===== config.mk =====
export PLATFORM = sky130hd
export DESIGN_NAME = park_space_allocator
export DESIGN_NICKNAME = d
export VERILOG_FILES = /design/src/rtl/park_space_allocator.sv
export SDC_FILE = /design/constraint.sdc
export NUM_CORES = 1
export LEC_CHECK = 0
export CAP_MARGIN = 20
export CELL_PAD_IN_SITES_DETAIL_PLACEMENT = 1
export CELL_PAD_IN_SITES_GLOBAL_PLACEMENT = 1
export CORE_MARGIN = 4
export CORE_UTILIZATION = 31
export CTS_BUF_LIST = sky130_fd_sc_hd__clkbuf_8 sky130_fd_sc_hd__clkbuf_16
export CTS_CLUSTER_DIAMETER = 120
export CTS_CLUSTER_SIZE = 30
export DETAILED_ROUTE_END_ITERATION = 10
export PLACE_DENSITY_LB_ADDON = 0.1
export SLEW_MARGIN = 20
export SYNTH_ARGS = -nofsm -noshare
export SYNTH_HDL_FRONTEND = slang
export SYNTH_SLANG_ARGS = --single-unit
export TNS_END_PERCENT = 1

===== constraint.sdc =====
create_clock -name clk -period 3.4 [get_ports clk]
set_input_delay 0.85 -clock clk [delete_from_list [all_inputs] [get_ports clk]]
set_output_delay 0.85 -clock clk [all_outputs]
set_load 0.02 [all_outputs]

===== src/rtl/park_space_allocator.sv =====
// Parking-space allocator: per-space occupancy register, grant/reject on entry,
// release with error detection on exit, free-count and full/empty status.
module park_space_allocator #(
  parameter int N_SPACES = 8,
  parameter int IDX_W    = $clog2(N_SPACES),
  parameter int POLICY   = 0
) (
  input  logic                clk,
  input  logic                rst_n,
  input  logic                enable,
  input  logic                entry_req,
  input  logic                exit_req,
  input  logic [IDX_W-1:0]    exit_space,
  output logic                grant_valid,
  output logic [IDX_W-1:0]    grant_space,
  output logic                reject,
  output logic                release_err,
  output logic [N_SPACES-1:0] occupancy,
  output logic [IDX_W:0]      free_count,
  output logic                full,
  output logic                empty
);

  localparam logic [IDX_W:0]   N_VAL    = (IDX_W+1)'(N_SPACES);
  localparam logic [IDX_W-1:0] LAST_IDX = IDX_W'(N_SPACES - 1);

  logic [N_SPACES-1:0] occ_q, occ_d;
  logic [IDX_W:0]      free_q, free_d;
  logic [IDX_W-1:0]    rr_q, rr_d;
  logic [IDX_W-1:0]    gs_q, gs_d;
  logic                gv_q, gv_d;
  logic                rej_q, rej_d;
  logic                rerr_q, rerr_d;
  logic                full_q, full_d;
  logic                empty_q, empty_d;

  logic [2*N_SPACES-1:0] rot_w;
  logic [IDX_W-1:0]      sel_lo, rr_off, sel_rr, sel;
  logic [IDX_W:0]        rr_sum;
  logic                  entry_act, exit_act, grant_ok, exit_in_range, exit_hit, exit_ok;

  // Index of the lowest zero bit; callers guarantee at least one zero exists.
  function automatic logic [IDX_W-1:0] lowest_free(input logic [N_SPACES-1:0] occ);
    logic [IDX_W-1:0] idx;
    idx = '0;
    for (int i = N_SPACES - 1; i >= 0; i--) begin
      if (!occ[i[IDX_W-1:0]]) idx = i[IDX_W-1:0];
    end
    return idx;
  endfunction

  // Round-robin search: rotate occupancy so rr_q lands at bit 0, then find the
  // lowest free offset and map it back modulo N_SPACES.
  always_comb begin
    rot_w  = {occ_q, occ_q} >> rr_q;
    rr_off = lowest_free(rot_w[N_SPACES-1:0]);
    rr_sum = {1'b0, rr_q} + {1'b0, rr_off};
    if (rr_sum >= N_VAL) rr_sum = rr_sum - N_VAL;
    sel_rr = rr_sum[IDX_W-1:0];
    sel_lo = lowest_free(occ_q);
    sel    = (POLICY == 1) ? sel_rr : sel_lo;
  end

  always_comb begin
    exit_hit = 1'b0;
    for (int i = 0; i < N_SPACES; i++) begin
      if (exit_space == i[IDX_W-1:0]) exit_hit = occ_q[i[IDX_W-1:0]];
    end
  end

  assign entry_act     = enable & entry_req;
  assign exit_act      = enable & exit_req;
  assign grant_ok      = entry_act & ~full_q;
  assign exit_in_range = ({1'b0, exit_space} < N_VAL);
  assign exit_ok       = exit_act & exit_in_range & exit_hit;

  // Grant and exit never touch the same bit: grant picks a bit clear pre-edge,
  // exit only clears a bit set pre-edge.
  always_comb begin
    occ_d = occ_q;
    if (grant_ok) occ_d[sel] = 1'b1;
    if (exit_ok)  occ_d = occ_d & ~({{(N_SPACES-1){1'b0}}, 1'b1} << exit_space);

    free_d = free_q;
    case ({grant_ok, exit_ok})
      2'b10:   free_d = free_q - (IDX_W+1)'(1);
      2'b01:   free_d = free_q + (IDX_W+1)'(1);
      default: free_d = free_q;
    endcase

    full_d  = (free_d == '0);
    empty_d = (free_d == N_VAL);

    gv_d   = grant_ok;
    gs_d   = grant_ok ? sel : gs_q;
    rej_d  = entry_act & full_q;
    rerr_d = exit_act & ~exit_ok;

    rr_d = rr_q;
    if (POLICY == 1 && grant_ok) rr_d = (sel == LAST_IDX) ? '0 : sel + IDX_W'(1);
  end

  always_ff @(posedge clk) begin
    if (!rst_n) begin
      occ_q   <= '0;
      free_q  <= N_VAL;
      full_q  <= 1'b0;
      empty_q <= 1'b1;
      rr_q    <= '0;
      gv_q    <= 1'b0;
      gs_q    <= '0;
      rej_q   <= 1'b0;
      rerr_q  <= 1'b0;
    end else begin
      occ_q   <= occ_d;
      free_q  <= free_d;
      full_q  <= full_d;
      empty_q <= empty_d;
      rr_q    <= rr_d;
      gv_q    <= gv_d;
      gs_q    <= gs_d;
      rej_q   <= rej_d;
      rerr_q  <= rerr_d;
    end
  end

  assign occupancy   = occ_q;
  assign free_count  = free_q;
  assign full        = full_q;
  assign empty       = empty_q;
  assign grant_valid = gv_q;
  assign grant_space = gs_q;
  assign reject      = rej_q;
  assign release_err = rerr_q;

endmodule


==> impl_results.md <==
- Status: complete, no violations
- Worst setup EP type: register
- Maximum root-to-sink buffer count: 2
- Via Count: 1085
- Mean Syn Cell Area: 8.92 µm²
- Area growth syn-to-layout: 57.8%
- Worst reg-to-reg setup slack: 0.50 ns
- Fillers: 390
- Total grt overflow: 0
- Startpoint class of the critical path: primary input
- Worst IR Drop VDD: 0.206 mV
- Worst Setup Path Type: primary input to register
- DR DRC count: 0
- Share of the synthesized area in the top cell type: 0.380
- Synth Instances: 118
- Die ar.: 4390 µm²
- H-Tree Depth: 1
- Post-Syn Nets: 130
- GRT met2 Usage: 0.310
- Hold Crit Start: grant_space[0]
- Initial Util: 0.334
- Hold Path Stages: 2
- Worst R2R Start: occupancy[5]
- Final GP Congestion: 0.800
- WHS: 0.465 ns
- Synth cell types: 38
- Synth area leaders: dfxtp_1, a21oi_1, o21ai_0, ha_1, nand3_1
- Crit path DAT: around 3.5 ns
- Worst Skew: around 0.0032 ns
- Sequential area share after synthesis: 0.380
- ANT cells: 0
- Layout cells sized above 1: 0.266
- Vias in the first global route: 1170
- Total power draw: 671 µW
- Die W: 66.3 µm
- CORE AREA: 3150 µm²
- Mux cell area share after synthesis: 0.0285
- I/O pin count: 28
- Async S/R FF share, synth: 0
- Initial antenna violation count: 0
- Synthesis warning total: 0
- Number of vias per cell: 5.09
- Fmax: 0.305 GHz
- Leak: 0.663 nW
- Final setup violation count: 0
- Clock-pin slew on the worst setup and hold paths: approximately 0.080 ns
- Final HPWL DP: 2440 µm
- Min Tclk post-route: approximately 3.3 ns
- Simple-gate share of the synthesized area: 0.234
- Final #Nets: about 180
- TritonCTS clock tree: yes
- CTS Buf Count: 3
- Worst-margin pin slew: a little under 0.4 ns
- Power per standard cell area: 404 nW/µm²
- Post-synthesis register bit count: 20
- Final Routed Wirelength: about 3500 µm
- Remaining antenna violation count: 0
- Hold Path Sink: grant_space[0]
- Final Hold Vio Count: 0
- PortBufs: 27
- CP Max Fanout: 5
- CTS Sinks: 20
- Met3 Use GR: 0.0340
- Ys flop type: dfxtp_1
- Max transition margin: 0.741
- Iter 0 DRT Violations: 45
- Die height: 66.3 µm
- Wirelength per Cell: 16.4 µm
- Post-Synth XOR/XNOR Area: 0.0250
- Met1 Track Usage GR: 0.208
- Reg2reg end: full
- HP Class: register to register
- Synth Area in Compound Gates: 0.231
- Clock Latency Late Sink: ~0.26 ns
- Global-route wire length before repair: 5670 µm
- EDFF count, synth: 0
- Crit share post-route: 0.963
- Slew Limit Fails: 0
- Root buf cell: clkbuf_8
- Required @ worst endpoint: 3.61 ns
- Top Usage Layer GRT: met2
- Gr usage total: 0.171
- Post-synthesis adder-cell area fraction: 0.0547
- Crit path launch: enable
- Drt pass-1 iters: 4
- Max_cap viols: 0
- Site row count: 20
- Worst reg-to-reg path cell count: 12
- Synth Cell Area: 1050 µm²
- Most area-hungry cell type in the Yosys netlist: dfxtp_1
- Largest net degree at the start of global routing: 13
- Main combinational cell family by area after synthesis: simple AND/OR/NAND/NOR gates
==> cell type report <==
| cell class | count | area (µm²) | area share |
|---|---|---|---|
| Tap cell | 44 | 55.1 | 0.0332 |
| Clock inverter | 1 | 30.0 | 0.0181 |
| Multi-Input combinational cell | 89 | 673 | 0.405 |
| Inverter | 6 | 25.0 | 0.0151 |
| Sequential cell | 20 | 400 | 0.241 |
| Timing Repair Buffer | 50 | 435 | 0.262 |
| Clock buffer | 3 | 41.3 | 0.0249 |
==> cells in the mapped netlist (all sizes together) (2+ instances only) <==
cell type	number
a211oi	3
o21ai	10
inv	6
and3b	3
nand2	7
o2111ai	2
nand2b	3
a21oi	11
mux2i	3
xor2	2
nor2	8
buf	2
and2b	3
ha	3
dfxtp	20
and3	5
nand3	7
a22oi	2
nor2b	2
==> state kept, by name, summed over array words and instances, names as in the netlist <==
name         flops
empty            1
grant_space      3
release_err      1
grant_valid      1
occupancy        8
full             1
reject           1
free_count       4
==> metal layers <==
layer | up-vias | part of all wire
met5 | - | 0
met4 | 0 | 0.0031
met3 | 2 | 0.035
met2 | 21 | 0.51
met1 | 533 | 0.45
li1 | 529 | -
==> cell families (layout without fill, tap and decap cells) <==
family                   count (synthesis)  count (layout)
AND/OR/NAND/NOR                         43              43
AO/OA/AOI/OAI                           36              36
flip-flops                              20              20
buffers and inverters                    9              60
adder cells (fa/ha/maj)                  4               4
XOR/XNOR                                 3               3
multiplexers                             3               3
==> stage by stage <==
stage	TNS [ns]	util	cells	area [µm²]	worst slack (ns)
final	0	0.527	213	1660	0.125
after global routing	-0.0413	0.527	213	1660	-0.0310
after global placement	-1.20	0.471	204	1490	-0.423
after floorplan	0	-	118	1050	0.0932
after detailed placement	-1.91	0.471	204	1490	-0.621
after CTS	0	0.526	212	1660	0.0513
==> worst max-delay path: stages <==
cell and delay (ns):
clkdlybuf4s50_1 0.54, nand3_1 0.16, a21oi_1 0.25, a211o_1 0.18
ha_2 0.20, inv_4 0.06, fa_1 0.39, xor2_1 0.17
or3_1 0.38, o31ai_2 0.11, and3_1 0.20
==> how the worst max path moves through the flow <==
stage | endpoint | cells after the start | slack [ns]
global route | full | 11 | -0.03
floorplan | full | 14 | 0.09
global placement | full | 14 | -0.42
detailed placement | full | 14 | -0.62
finish | full | 11 | 0.13
CTS | full | 14 | 0.05
==> power by group <==
part	total [mW]	internal, mW	leakage [nW]	switching, mW
sequential	0.263	0.247	0.163	0.0156
clock	0.244	0.157	0.0357	0.0868
combinational	0.164	0.0837	0.465	0.0801
total	0.671	0.488	0.663	0.183
==> cell usage in the layout, fill, tap and decap left out, types with 2 or more instances in the layout <==
cell type / count
xor2_1: 2
nor2_1: 8
inv_1: 5
clkbuf_8: 3
and2b_1: 2
and3b_1: 3
nor2b_1: 2
o21ai_0: 8
buf_4: 22
nand3_1: 6
o21ai_2: 2
nand2b_1: 3
a21oi_1: 10
clkdlybuf4s50_1: 24
mux2i_1: 3
clkbuf_2: 2
a211oi_1: 2
and3_1: 5
ha_4: 2
a22oi_1: 2
nand2_1: 6
dfxtp_1: 20
==> what timing repair did <==
| item | CTS | global route |
|---|---|---|
| resized for setup | 16 | 5 |
| endpoints found under the setup margin | 3 | 3 |
| setup buffers | 4 | 1 |
| pin swaps | 11 | 4 |
| hold buffers | 0 | 0 |
Power figures use the tool's default switching activity.
